`config.mk`:
```
export PLATFORM = sky130hd
export DESIGN_NAME = uart_rx_with_parity
export DESIGN_NICKNAME = d
export VERILOG_FILES = /design/src/rtl/uart_pkg.sv /design/src/rtl/uart_rx_sync.sv /design/src/rtl/uart_rx_with_parity.sv
export SDC_FILE = /design/constraint.sdc
export NUM_CORES = 1
export LEC_CHECK = 0
export ABC_AREA = 1
export CAP_MARGIN = 20
export CORE_MARGIN = 2
export CORE_UTILIZATION = 56
export DETAILED_ROUTE_END_ITERATION = 6
export MAX_ROUTING_LAYER = met4
export PLACE_DENSITY_LB_ADDON = 0.12
export SLEW_MARGIN = 5
export SYNTH_ARGS = -nofsm -noshare
export SYNTH_HDL_FRONTEND = slang
export SYNTH_SLANG_ARGS = --single-unit
```
`constraint.sdc`:
```
create_clock -name clk -period 1.8 [get_ports clk]
set_input_delay 0.36 -clock clk [delete_from_list [all_inputs] [get_ports clk]]
set_output_delay 0.36 -clock clk [all_outputs]
set_load 0.01 [all_outputs]
```
`src/rtl/uart_pkg.sv`:
```
// Shared UART definitions: receive-side state encoding and the parity type,
// used by both the receive and transmit sides.
package uart_pkg;

   // Receiver FSM states
   typedef enum logic [2:0] {
      IDLE,
      START,
      DATA,
      PARITY,
      STOP
   } rx_state_e;

   // Parity type: 1'b0 = even (parity bit makes the total count of ones even)
   localparam logic PARITY_TYPE = 1'b0;

endpackage

```
`src/rtl/uart_rx_sync.sv`:
```
// Two-flop synchronizer for the asynchronous serial line. Both flops reset
// high so that the line reads idle out of reset.
module uart_rx_sync (
   input  logic clk,
   input  logic rstn,
   input  logic d,
   output logic q
);

   logic meta;

   // Two-stage resynchronisation into the clk domain
   always_ff @(posedge clk or negedge rstn) begin
      if (!rstn) begin
         meta <= 1'b1;
         q    <= 1'b1;
      end else begin
         meta <= d;
         q    <= meta;
      end
   end

endmodule

```
`src/rtl/uart_rx_with_parity.sv`:
```
// UART receiver that assembles NUM_WORDS words into one output frame with a
// valid/ready handshake, frame/parity error flags and an overflow pulse.
// Optional feature: define UART_RX_PARITY_EN for an even-parity bit per word;
// without it the PARITY state is unreachable and m_parity_err is tied low.
module uart_rx_with_parity #(
   parameter int CLOCKS_PER_PULSE = 4,
   parameter int BITS_PER_WORD    = 8,
   parameter int W_OUT            = 24,
   localparam int NUM_WORDS       = W_OUT / BITS_PER_WORD
) (
   input  logic                               clk,
   input  logic                               rstn,
   input  logic                               rx,
   output logic [NUM_WORDS*BITS_PER_WORD-1:0] m_data,
   output logic                               m_valid,
   input  logic                               m_ready,
   output logic                               m_parity_err,
   output logic                               m_frame_err,
   output logic                               overflow
);

   import uart_pkg::*;

   localparam int W_FRAME = NUM_WORDS * BITS_PER_WORD;
   localparam int W_CLK   = $clog2(CLOCKS_PER_PULSE);
   localparam int W_BIT   = $clog2(BITS_PER_WORD + 1);
   localparam int W_WRD   = (NUM_WORDS > 1) ? $clog2(NUM_WORDS) : 1;
   // The synchronizer plus edge detect already eat two clocks of the start bit
   localparam int START_WAIT = CLOCKS_PER_PULSE / 2 - 2;

   rx_state_e          state;
   logic [W_CLK-1:0]   c_clk;
   logic [W_BIT-1:0]   c_bits;
   logic [W_WRD-1:0]   c_words;
   logic [BITS_PER_WORD-1:0] shreg;
   logic [W_FRAME-1:0] accum;
   logic               frm_acc;
   logic               done;
   logic               rx_s;
   logic               rx_prev;
   logic               tick;
   logic               start_tick;
   logic               out_free;

   uart_rx_sync u_sync (
      .clk  (clk),
      .rstn (rstn),
      .d    (rx),
      .q    (rx_s)
   );

   assign tick       = (c_clk == W_CLK'(CLOCKS_PER_PULSE - 1));
   assign start_tick = (c_clk == W_CLK'(START_WAIT));
   assign out_free   = !m_valid || m_ready;

`ifdef UART_RX_PARITY_EN
   logic par_acc;
   logic par_err_q;
   assign m_parity_err = par_err_q;
`else
   assign m_parity_err = 1'b0;
`endif

   // Receive FSM, frame assembly and output register with handshake
   always_ff @(posedge clk or negedge rstn) begin
      if (!rstn) begin
         state       <= IDLE;
         c_clk       <= '0;
         c_bits      <= '0;
         c_words     <= '0;
         shreg       <= '0;
         accum       <= '0;
         frm_acc     <= 1'b0;
         done        <= 1'b0;
         rx_prev     <= 1'b1;
         m_data      <= '0;
         m_valid     <= 1'b0;
         m_frame_err <= 1'b0;
         overflow    <= 1'b0;
`ifdef UART_RX_PARITY_EN
         par_acc     <= 1'b0;
         par_err_q   <= 1'b0;
`endif
      end else begin
         rx_prev  <= rx_s;
         overflow <= 1'b0;
         done     <= 1'b0;

         if (m_valid && m_ready) m_valid <= 1'b0;

         // A completed frame loads if the output is free (or handshaking now),
         // otherwise it is dropped; either way the accumulators start afresh.
         if (done) begin
            if (out_free) begin
               m_data      <= accum;
               m_valid     <= 1'b1;
               m_frame_err <= frm_acc;
`ifdef UART_RX_PARITY_EN
               par_err_q   <= par_acc;
`endif
            end else begin
               overflow <= 1'b1;
            end
            frm_acc <= 1'b0;
`ifdef UART_RX_PARITY_EN
            par_acc <= 1'b0;
`endif
         end

         case (state)
            IDLE: begin
               if (rx_prev && !rx_s) begin
                  state <= START;
                  c_clk <= '0;
               end
            end
            START: begin
               if (start_tick) begin
                  c_clk  <= '0;
                  c_bits <= '0;
                  state  <= rx_s ? IDLE : DATA;
               end else begin
                  c_clk <= c_clk + 1'b1;
               end
            end
            DATA: begin
               if (tick) begin
                  c_clk  <= '0;
                  shreg  <= {rx_s, shreg[BITS_PER_WORD-1:1]};
                  c_bits <= c_bits + 1'b1;
                  if (c_bits == W_BIT'(BITS_PER_WORD - 1)) begin
`ifdef UART_RX_PARITY_EN
                     state <= PARITY;
`else
                     state <= STOP;
`endif
                  end
               end else begin
                  c_clk <= c_clk + 1'b1;
               end
            end
            PARITY: begin
`ifdef UART_RX_PARITY_EN
               if (tick) begin
                  c_clk <= '0;
                  if (rx_s != (^shreg ^ PARITY_TYPE)) par_acc <= 1'b1;
                  state <= STOP;
               end else begin
                  c_clk <= c_clk + 1'b1;
               end
`else
               state <= IDLE;
`endif
            end
            STOP: begin
               if (tick) begin
                  c_clk <= '0;
                  if (!rx_s) frm_acc <= 1'b1;
                  for (int w = 0; w < NUM_WORDS; w++) begin
                     if (c_words == W_WRD'(w)) accum[w*BITS_PER_WORD +: BITS_PER_WORD] <= shreg;
                  end
                  if (c_words == W_WRD'(NUM_WORDS - 1)) begin
                     c_words <= '0;
                     done    <= 1'b1;
                  end else begin
                     c_words <= c_words + 1'b1;
                  end
                  state <= IDLE;
               end else begin
                  c_clk <= c_clk + 1'b1;
               end
            end
            default: state <= IDLE;
         endcase
      end
   end

endmodule

```
==> flow_summary.yaml, run 1 <==
route:
  drt-total-wl_um: 4873
  wl_per_cell_um: 12.76
  final_antenna_net_count: 0
  drc: 0
  vias: 1928
  drt-pass1-iter-count: 4
  drt-vias-per-instance: 5.047
  drtIter0Drc: 201
timing:
  rsz0062_at_grt: "no"
  setup_tns_ns: 0
  drv_slew: 0
  fmax_ghz: 0.6265
  period_needed_ns: 1.596
  min_period_over_period_pct: 88.67
  finalSetupViolCount: 0
  hold_violations: 0
  fin_skew_ns: 0.006131
floorplan:
  dieArea_um2: 6051
  dieHeight_um: 77.79
  rows: 26
  die_w_um: 77.79
  coreArea_um2: 5172
  pin_count: 32
  initial_core_util_pct: 58.95
critical_path:
  reg2reg_from: "c_clk[1]"
  reg2reg_to: "accum[23]"
  crit_required_ns: 1.44
  cpLargestDelayFamily: "buffers and inverters"
  ff2ff_setup_slack_ns: 0.22
  path_class: "reg2out"
  start_kind: "register"
  slowest_stage: "clkdlybuf4s50_1"
  crit_path_max_fanout: 2
  r2r_cells: 6
  worst_ep_arrival_time_ns: 1.24
  crit_chain: "clkdlybuf4s50_1"
  worstSetupEndpointType: "primary output"
  path_buf_inv: 1
  cp_slowest_stage_delay_ns: 0.55
logic_synthesis:
  synth_top_area_cell: "dfrtp_1"
  syn-num-nets: 280
  synth_top_area_share_pct: 59.09
  ys_ff_latch: 75
  seq_area_frac_synth_pct: 61.67
  synth-edff-count: 0
  synthFlopType: "dfrtp_1"
  syn_avg_cell_area_um2: 11.25
  ys_types: 24
  synthCells: 271
  ys_warn_count: 0
  async_flop_share_pct: 100.0
  synthTopCellsByArea: "dfrtp_1 (59%), mux2_2 (8.9%), nand2_1 (7.8%), o21ai_1 (3.9%), inv_1 (3.0%)"
  synth_area_um2: 3049
clock_network:
  holdBufCountCts: 0
  insertion_delay_ns: 0.33
  cts.reportedPaths.clkPinSlew_ns: 0.07
  cts_inserted_buffers: 9
  cts_tree: "done"
  cts_sinks: 75
  clockBufferDepth: 2
  cts.repair.resized: 0
  cts_setup_buffers: 0
  clock-root-buffer: "clkbuf_8"
  htree_num_levels: 3
global_route:
  gr-usage-met1_pct: 25.70
  antenna_found_initial: 0
  first_global_vias: 1977
  grt_usage_pct: 19.47
  grt_use_met2_pct: 29.31
  grt_use_met3_pct: 3.837
  grt_overflow_total: 0
  gr-max-usage-layer: "met2"
  grt_pass1_wl_um: 8901
  grt_max_degree: 76
job:
  max_cap_viol_count: 0
finish:
  n_fill_cell: 372
  layout.nets: 316
  drive_gt1_share_pct: 19.55
  n_antenna_cell: 0
  register_area_um2: 1881
  mostFrequentLayoutCells: "dfrtp_1 (72), nand2_1 (63), clkdlybuf4s50_1 (29)"
  multi_input_area_um2: 1012
  layout_commonest_cell: "dfrtp_1"
  syn_to_final_growth_pct: 18.18
run_status:
  outcome: "finished, final reports clean"
place:
  io_buffers: 30
  finalWeightedCongestion: 0.7781
  dp_hpwl_um: 3320
pwr:
  total_power_mw: 3.564
  leakage_nw: 1.757
  p_per_area_nw_per_um2: 988.9
  ir_drop_mv: 0.7175
min_path:
  hold_class: "in2async"
[metal layers]
| layer | vias up | wire, um |
|---|---|---|
| met5 | - | 0 |
| met4 | 0 | 42 |
| met3 | 4 | 191 |
| met2 | 40 | 2337 |
| met1 | 930 | 2302 |
| li1 | 954 | - |
[stage by stage]
step / area (um2) / hold slack, ns / setup WS [ns] / cells / util (%)
after global routing: 3603 / 0.06349 / 0.07878 / 382 / 69.67
final: 3603 / 0.04778 / 0.2039 / 382 / 69.67
after floorplan: 3049 / 0.06441 / 0.3796 / 271 / -
after detailed placement: 3410 / 0.3488 / 0.1061 / 366 / 65.92
after global placement: 3410 / 0.3463 / 0.1207 / 366 / 65.92
after CTS: 3603 / 0.06109 / 0.1868 / 382 / 69.67
[logic make-up (layout without fill, tap and decap cells)]
group                    count (synthesis)  count (layout)  share of synthesized area, %
AO/OA/AOI/OAI                           41              41                         7.756
adder cells (fa/ha/maj)                  5               5                         2.052
buffers and inverters                   32              73                         5.129
flip-flops                              75              75                         61.67
multiplexers                            24              24                         8.863
other                                    1               1                        0.1230
AND/OR/NAND/NOR                         93              93                         14.40
[cells in the mapped netlist, types with 2 or more instances]
master and n:
dfrtp_1 72, nand2_1 63, inv_1 24, mux2_2 24, o21ai_1 24, nand3_1 11, nor2_1 10, o21ai_0 8
o21ai_2 8, ha_1 5, buf_6 4, dfstp_2 3, nand3_4 3, buf_2 2
[power by group]
| part | leakage, nW | switching, mW | total (mW) | internal (mW) |
|---|---|---|---|---|
| sequential | 1.03 | 0.0748 | 1.84 | 1.76 |
| combinational | 0.625 | 0.342 | 0.489 | 0.147 |
| clock | 0.0991 | 0.566 | 1.24 | 0.671 |
[registers in the layout, summed over array words and instances (netlist names), 2 cells and up]
signal   cells
c_words      2
c_bits       4
state        3
shreg        8
accum       24
m_data      24
c_clk        2
[worst max-delay path by stage]
stage,depth (start not counted),from,endpoint,slack (ns)
finish,1,m_data[23],m_data[23],0.20
global placement,6,m_ready,m_data[3],0.12
CTS,1,m_data[23],m_data[23],0.19
global route,6,c_clk[1],accum[20],0.08
detailed placement,6,m_ready,m_data[23],0.11
floorplan,7,c_clk[1],accum[23],0.38
[final cells by class]
cell class              instances  share of cell area, %
clock buffers                  11                  3.924
multi-input cells             164                  28.09
repair buffers                 32                  9.306
flip-flops and latches         75                  52.19
well taps                      70                  2.431
inverters                      25                  2.604
clock inverters                 5                  1.458
No activity file was read; power rests on OpenSTA's default activity.
==> run 2, diff against run 1 <==
--- a/config.mk
+++ b/config.mk
@@ -6,9 +6,10 @@
 export NUM_CORES = 1
 export LEC_CHECK = 0
 export ABC_AREA = 1
+export ABC_CLOCK_PERIOD_IN_PS = 1800
 export CAP_MARGIN = 20
 export CORE_MARGIN = 2
-export CORE_UTILIZATION = 56
+export CORE_UTILIZATION = 35
 export DETAILED_ROUTE_END_ITERATION = 6
 export MAX_ROUTING_LAYER = met4
 export PLACE_DENSITY_LB_ADDON = 0.12
==> flow_summary.yaml, run 2 (same netlist as run 1, synthesis figures left out) <==
run_status:
  outcome: "finished, final reports clean"
timing:
  min_period_over_period_pct: 88.95
  hold_slack_ns: 0.3585
  setup_tns_ns: 0
  period_needed_ns: 1.601
  finalSetupViolCount: 0
  fmax_ghz: 0.6246
  setup_slack_ns: 0.1990
  fin_skew_ns: 0.01355
  hold_violations: 0
  rsz0062_at_grt: "no"
  drv_slew: 0
critical_path:
  worstSetupEndpointType: "primary output"
  r2r_cells: 6
  ff2ff_setup_slack_ns: 0.23
  start_kind: "register"
  crit_chain: "clkdlybuf4s50_1"
  cp_slowest_stage_delay_ns: 0.54
  reg2reg_from: "c_clk[1]"
  path_buf_inv: 1
  crit_required_ns: 1.44
  slowest_stage: "clkdlybuf4s50_1"
  reg2reg_to: "accum[23]"
  path_class: "reg2out"
  worst_ep_arrival_time_ns: 1.24
  crit_path_max_fanout: 2
  cpLargestDelayFamily: "buffers and inverters"
finish:
  layout.nets: 319
  mostFrequentLayoutCells: "dfrtp_1 (72), nand2_1 (63), clkdlybuf4s50_1 (29)"
  final_area_um2: 3697
  final_util_pct: 43.03
  layout_commonest_cell: "dfrtp_1"
  drive_gt1_share_pct: 20.32
  n_antenna_cell: 0
  reg_top3: "accum: 24 flops, m_data: 24 flops, shreg: 8 flops"
  final_cells: 423
  syn_to_final_growth_pct: 21.26
place:
  post-place-cells: 406
  dp_hpwl_um: 3785
  io_buffers: 30
  pre_cts_slack_ns: 0.1283
  finalWeightedCongestion: 0.6885
  placedInstanceArea_um2: 3487
floorplan:
  initial_core_util_pct: 35.48
  pin_count: 32
  die_w_um: 97.34
  rows: 34
  dieArea_um2: 9474
  coreArea_um2: 8593
  dieHeight_um: 97.34
global_route:
  grt_use_met2_pct: 19.93
  grt_overflow_total: 0
  grt_usage_pct: 13.27
  gr-usage-met1_pct: 17.07
  grt_use_met3_pct: 4.388
  gr-max-usage-layer: "met2"
  grt_pass1_wl_um: 9604
  first_global_vias: 1875
  grt_max_degree: 29
  antenna_found_initial: 0
clock_network:
  clockBufferDepth: 2
  htree_num_levels: 3
  cts.reportedPaths.clkPinSlew_ns: 0.08
  cts_setup_buffers: 0
  cts_tree: "done"
  insertion_delay_ns: 0.35
  cts_inserted_buffers: 9
  clock-root-buffer: "clkbuf_8"
  cts.repair.resized: 0
  cts_sinks: 75
route:
  final_antenna_net_count: 0
  drt-total-wl_um: 5493
  drt-vias-per-instance: 4.551
  drc: 0
  vias: 1925
  drtIter0Drc: 73
  drt-pass1-iter-count: 4
  wl_per_cell_um: 12.99
pwr:
  sequentialPowerShare_pct: 50.5
  p_per_area_nw_per_um2: 982.9
  leakage_nw: 1.784
  p_clk_share_pct: 35.8
  p_int_mw: 2.593
  pwr-share-comb_pct: 13.7
  p_sw_mw: 1.041
  p_sw_share_pct: 28.63
  ir_drop_mv: 0.6785
  total_power_mw: 3.634
min_path:
  holdPathEnd: "u_sync.q"
  min_path_cells: 0
  hold_class: "reg2reg"
  min_from: "u_sync.meta"
job:
  max_cap_viol_count: 0
-- run 2: cell types whose count changed in the layout (fill, tap and decap cells not counted) --
cell and delta:
buf_12 +1, inv_6 +1, dlygate4sd3_1 +1, buf_4 +2
clkbuf_1 -1, clkinvlp_4 -1, clkinv_4 +1, buf_2 -1
-- run 2: area by class of cell --
class	instances	area (um2)
clock buffers	10	137.6
flip-flops and latches	75	1881
repair buffers	35	375.4
inverters	25	93.84
well taps	108	135.1
multi-input cells	164	1012
fillers	834	4896
clock inverters	6	62.56
-- run 2: repair_timing --
action	CTS	global route
hold buffers	1	0
endpoints found under the setup margin	0	0
hold endpoints to repair	22	0
-- run 2: power groups by stage --
stage	Combinational, mW	Clock (mW)	Sequential, mW
after floorplan	0.368	0	1.85
after global placement	0.495	0	1.87
after detailed placement	0.505	0	1.87
after CTS	0.508	1.35	1.84
after global routing	0.582	1.42	1.85
final	0.497	1.30	1.84
-- run 2: worst max path at each step --
stage | cells after the start | endpoint | slack (ns) | start
3_5_place_dp | 6 | m_data[15] | 0.13 | m_ready
2_1_floorplan | 7 | accum[23] | 0.38 | c_clk[1]
3_3_place_gp | 6 | m_data[4] | 0.14 | m_ready
5_1_grt | 6 | accum[23] | 0.06 | c_clk[1]
6_report | 1 | m_data[6] | 0.20 | m_data[6]
4_1_cts | 1 | m_data[4] | 0.17 | m_data[4]
-- run 2: per-layer routing --
layer	share of wire, %	routed length (um)
met5	0	0
met4	1.3	74
met3	3.6	199
met1	48	2627
met2	47	2592
==> run 3, diff against run 2 <==
--- a/config.mk
+++ b/config.mk
@@ -10,9 +10,10 @@
 export CAP_MARGIN = 20
 export CORE_MARGIN = 2
 export CORE_UTILIZATION = 35
+export CTS_CLUSTER_DIAMETER = 200
 export DETAILED_ROUTE_END_ITERATION = 6
 export MAX_ROUTING_LAYER = met4
-export PLACE_DENSITY_LB_ADDON = 0.12
+export PLACE_DENSITY = 0.65
 export SLEW_MARGIN = 5
 export SYNTH_ARGS = -nofsm -noshare
 export SYNTH_HDL_FRONTEND = slang
==> flow_summary.yaml, run 3 (same netlist as run 1, synthesis figures left out) <==
clock_network:
  htree_num_levels: 3
  cts_inserted_buffers: 9
  cts.repair.resized: 0
  cts_tree: "done"
  clockBufferDepth: 2
  insertion_delay_ns: 0.34
  cts_sinks: 75
  clock-root-buffer: "clkbuf_8"
  cts.reportedPaths.clkPinSlew_ns: 0.07
finish:
  drive_gt1_share_pct: 20.32
  reg_top3: "accum: 24 flops, m_data: 24 flops, shreg: 8 flops"
  multi_input_area_um2: 1012
  n_antenna_cell: 0
  layout_commonest_cell: "dfrtp_1"
  register_area_um2: 1881
  layout.nets: 320
  n_fill_cell: 805
  mostFrequentLayoutCells: "dfrtp_1 (72), nand2_1 (63), clkdlybuf4s50_1 (29)"
  syn_to_final_growth_pct: 23.02
timing:
  fin_skew_ns: 0.01255
  hold_violations: 0
  worst_pin_slew_ns: 0.5207
  min_period_over_period_pct: 90.42
  period_needed_ns: 1.628
  drv_slew: 0
  finalSetupViolCount: 0
  fmax_ghz: 0.6144
  setup_slack_ns: 0.1724
  setup_tns_ns: 0
  relSlewSlack_pct: 65.29
  rsz0062_at_grt: "no"
global_route:
  grt_pass1_wl_um: 9535
  antenna_found_initial: 0
  grt_overflow_total: 0
  grt_usage_pct: 13.04
  grt_max_degree: 29
  first_global_vias: 1979
place:
  pre_cts_slack_ns: 0.1110
  finalWeightedCongestion: 0.7559
  dp_hpwl_um: 3761
  io_buffers: 30
critical_path:
  worst_ep_arrival_time_ns: 1.27
  path_class: "reg2out"
  cpLargestDelayFamily: "buffers and inverters"
  crit_chain: "clkdlybuf4s50_1"
  path_buf_inv: 1
  slowest_stage: "clkdlybuf4s50_1"
  crit_path_max_fanout: 2
  crit_required_ns: 1.44
  start_kind: "register"
  worstSetupEndpointType: "primary output"
  cp_slowest_stage_delay_ns: 0.55
floorplan:
  die_w_um: 97.34
  coreArea_um2: 8593
  pin_count: 32
  dieArea_um2: 9474
  dieHeight_um: 97.34
  rows: 34
  initial_core_util_pct: 35.48
pwr:
  pwr-share-comb_pct: 12.4
  p_int_mw: 2.974
  p_per_area_nw_per_um2: 1068
  ir_drop_mv: 0.7593
  p_sw_share_pct: 25.77
  sequentialPowerShare_pct: 45.8
  p_clk_share_pct: 41.8
  p_sw_mw: 1.033
  leakage_nw: 1.807
route:
  vias: 1962
  drt-vias-per-instance: 4.638
  drtIter0Drc: 124
  drt-pass1-iter-count: 6
  wl_per_cell_um: 12.78
  drt-total-wl_um: 5408
  drc: 0
  final_antenna_net_count: 0
job:
  max_cap_viol_count: 0
min_path:
  hold_class: "reg2reg"
run_status:
  outcome: "finished, final reports clean"
==> run 3: power groups by stage <==
| stage | combinational [mW] | clock, mW | sequential [mW] |
|---|---|---|---|
| after global routing | 0.577 | 1.80 | 1.85 |
| after global placement | 0.485 | 0 | 1.86 |
| after floorplan | 0.368 | 0 | 1.85 |
| after detailed placement | 0.497 | 0 | 1.87 |
| final | 0.496 | 1.67 | 1.84 |
| after CTS | 0.501 | 1.72 | 1.83 |
==> run 3: final timing paths <==
| kind | from | endpoint | slack (ns) | cells after the start |
|---|---|---|---|---|
| setup / recovery | m_data[22] | m_data[22] | 0.17 | 1 |
| hold / removal | u_sync.meta | u_sync.q | 0.36 | 0 |
| setup reg to reg | c_clk[1] | accum[23] | 0.22 | 6 |
| hold reg to reg | u_sync.meta | u_sync.q | 0.36 | 0 |
| max in group asynchronous | rstn | u_sync.q | 0.69 | 3 |
| min in group asynchronous | rstn | accum[15] | 0.53 | 2 |
==> run 3: per-stage QoR <==
stage               cells  hold WS [ns]  area [um2]  total power, mW  utilization, %
floorplan             271       0.06441        3049            2.221               -
global route          423        0.3622        3751            4.221           43.65
detailed placement    407        0.3504        3480            2.364           40.49
CTS                   423        0.3613        3751            4.056           43.65
finish                423        0.3593        3751            4.007           43.65
global placement      407        0.3458        3480            2.346           40.49
==> run 3: layout make-up <==
type / count / area share (%)
Clock inverter: 6 / 3.669
Inverter: 25 / 2.502
Clock buffer: 9 / 3.302
Multi-Input combinational cell: 164 / 26.98
Timing Repair Buffer: 36 / 9.807
Tap cell: 108 / 3.602
Sequential cell: 75 / 50.13
==> run 3: what timing repair did <==
action	CTS	global route
hold buffers	1	0
endpoints found under the hold margin	16	0
setup endpoints to repair	0	0
buffers inserted	0	0
==> run 3: layer usage <==
metal  vias up  wire, um  global-route usage [%]
li1        965         -                       -
met1       949      2580                   16.97
met2        41      2511                   19.82
met3         7       257                   4.532
met4         0        58                   3.205
met5         -         0                       -
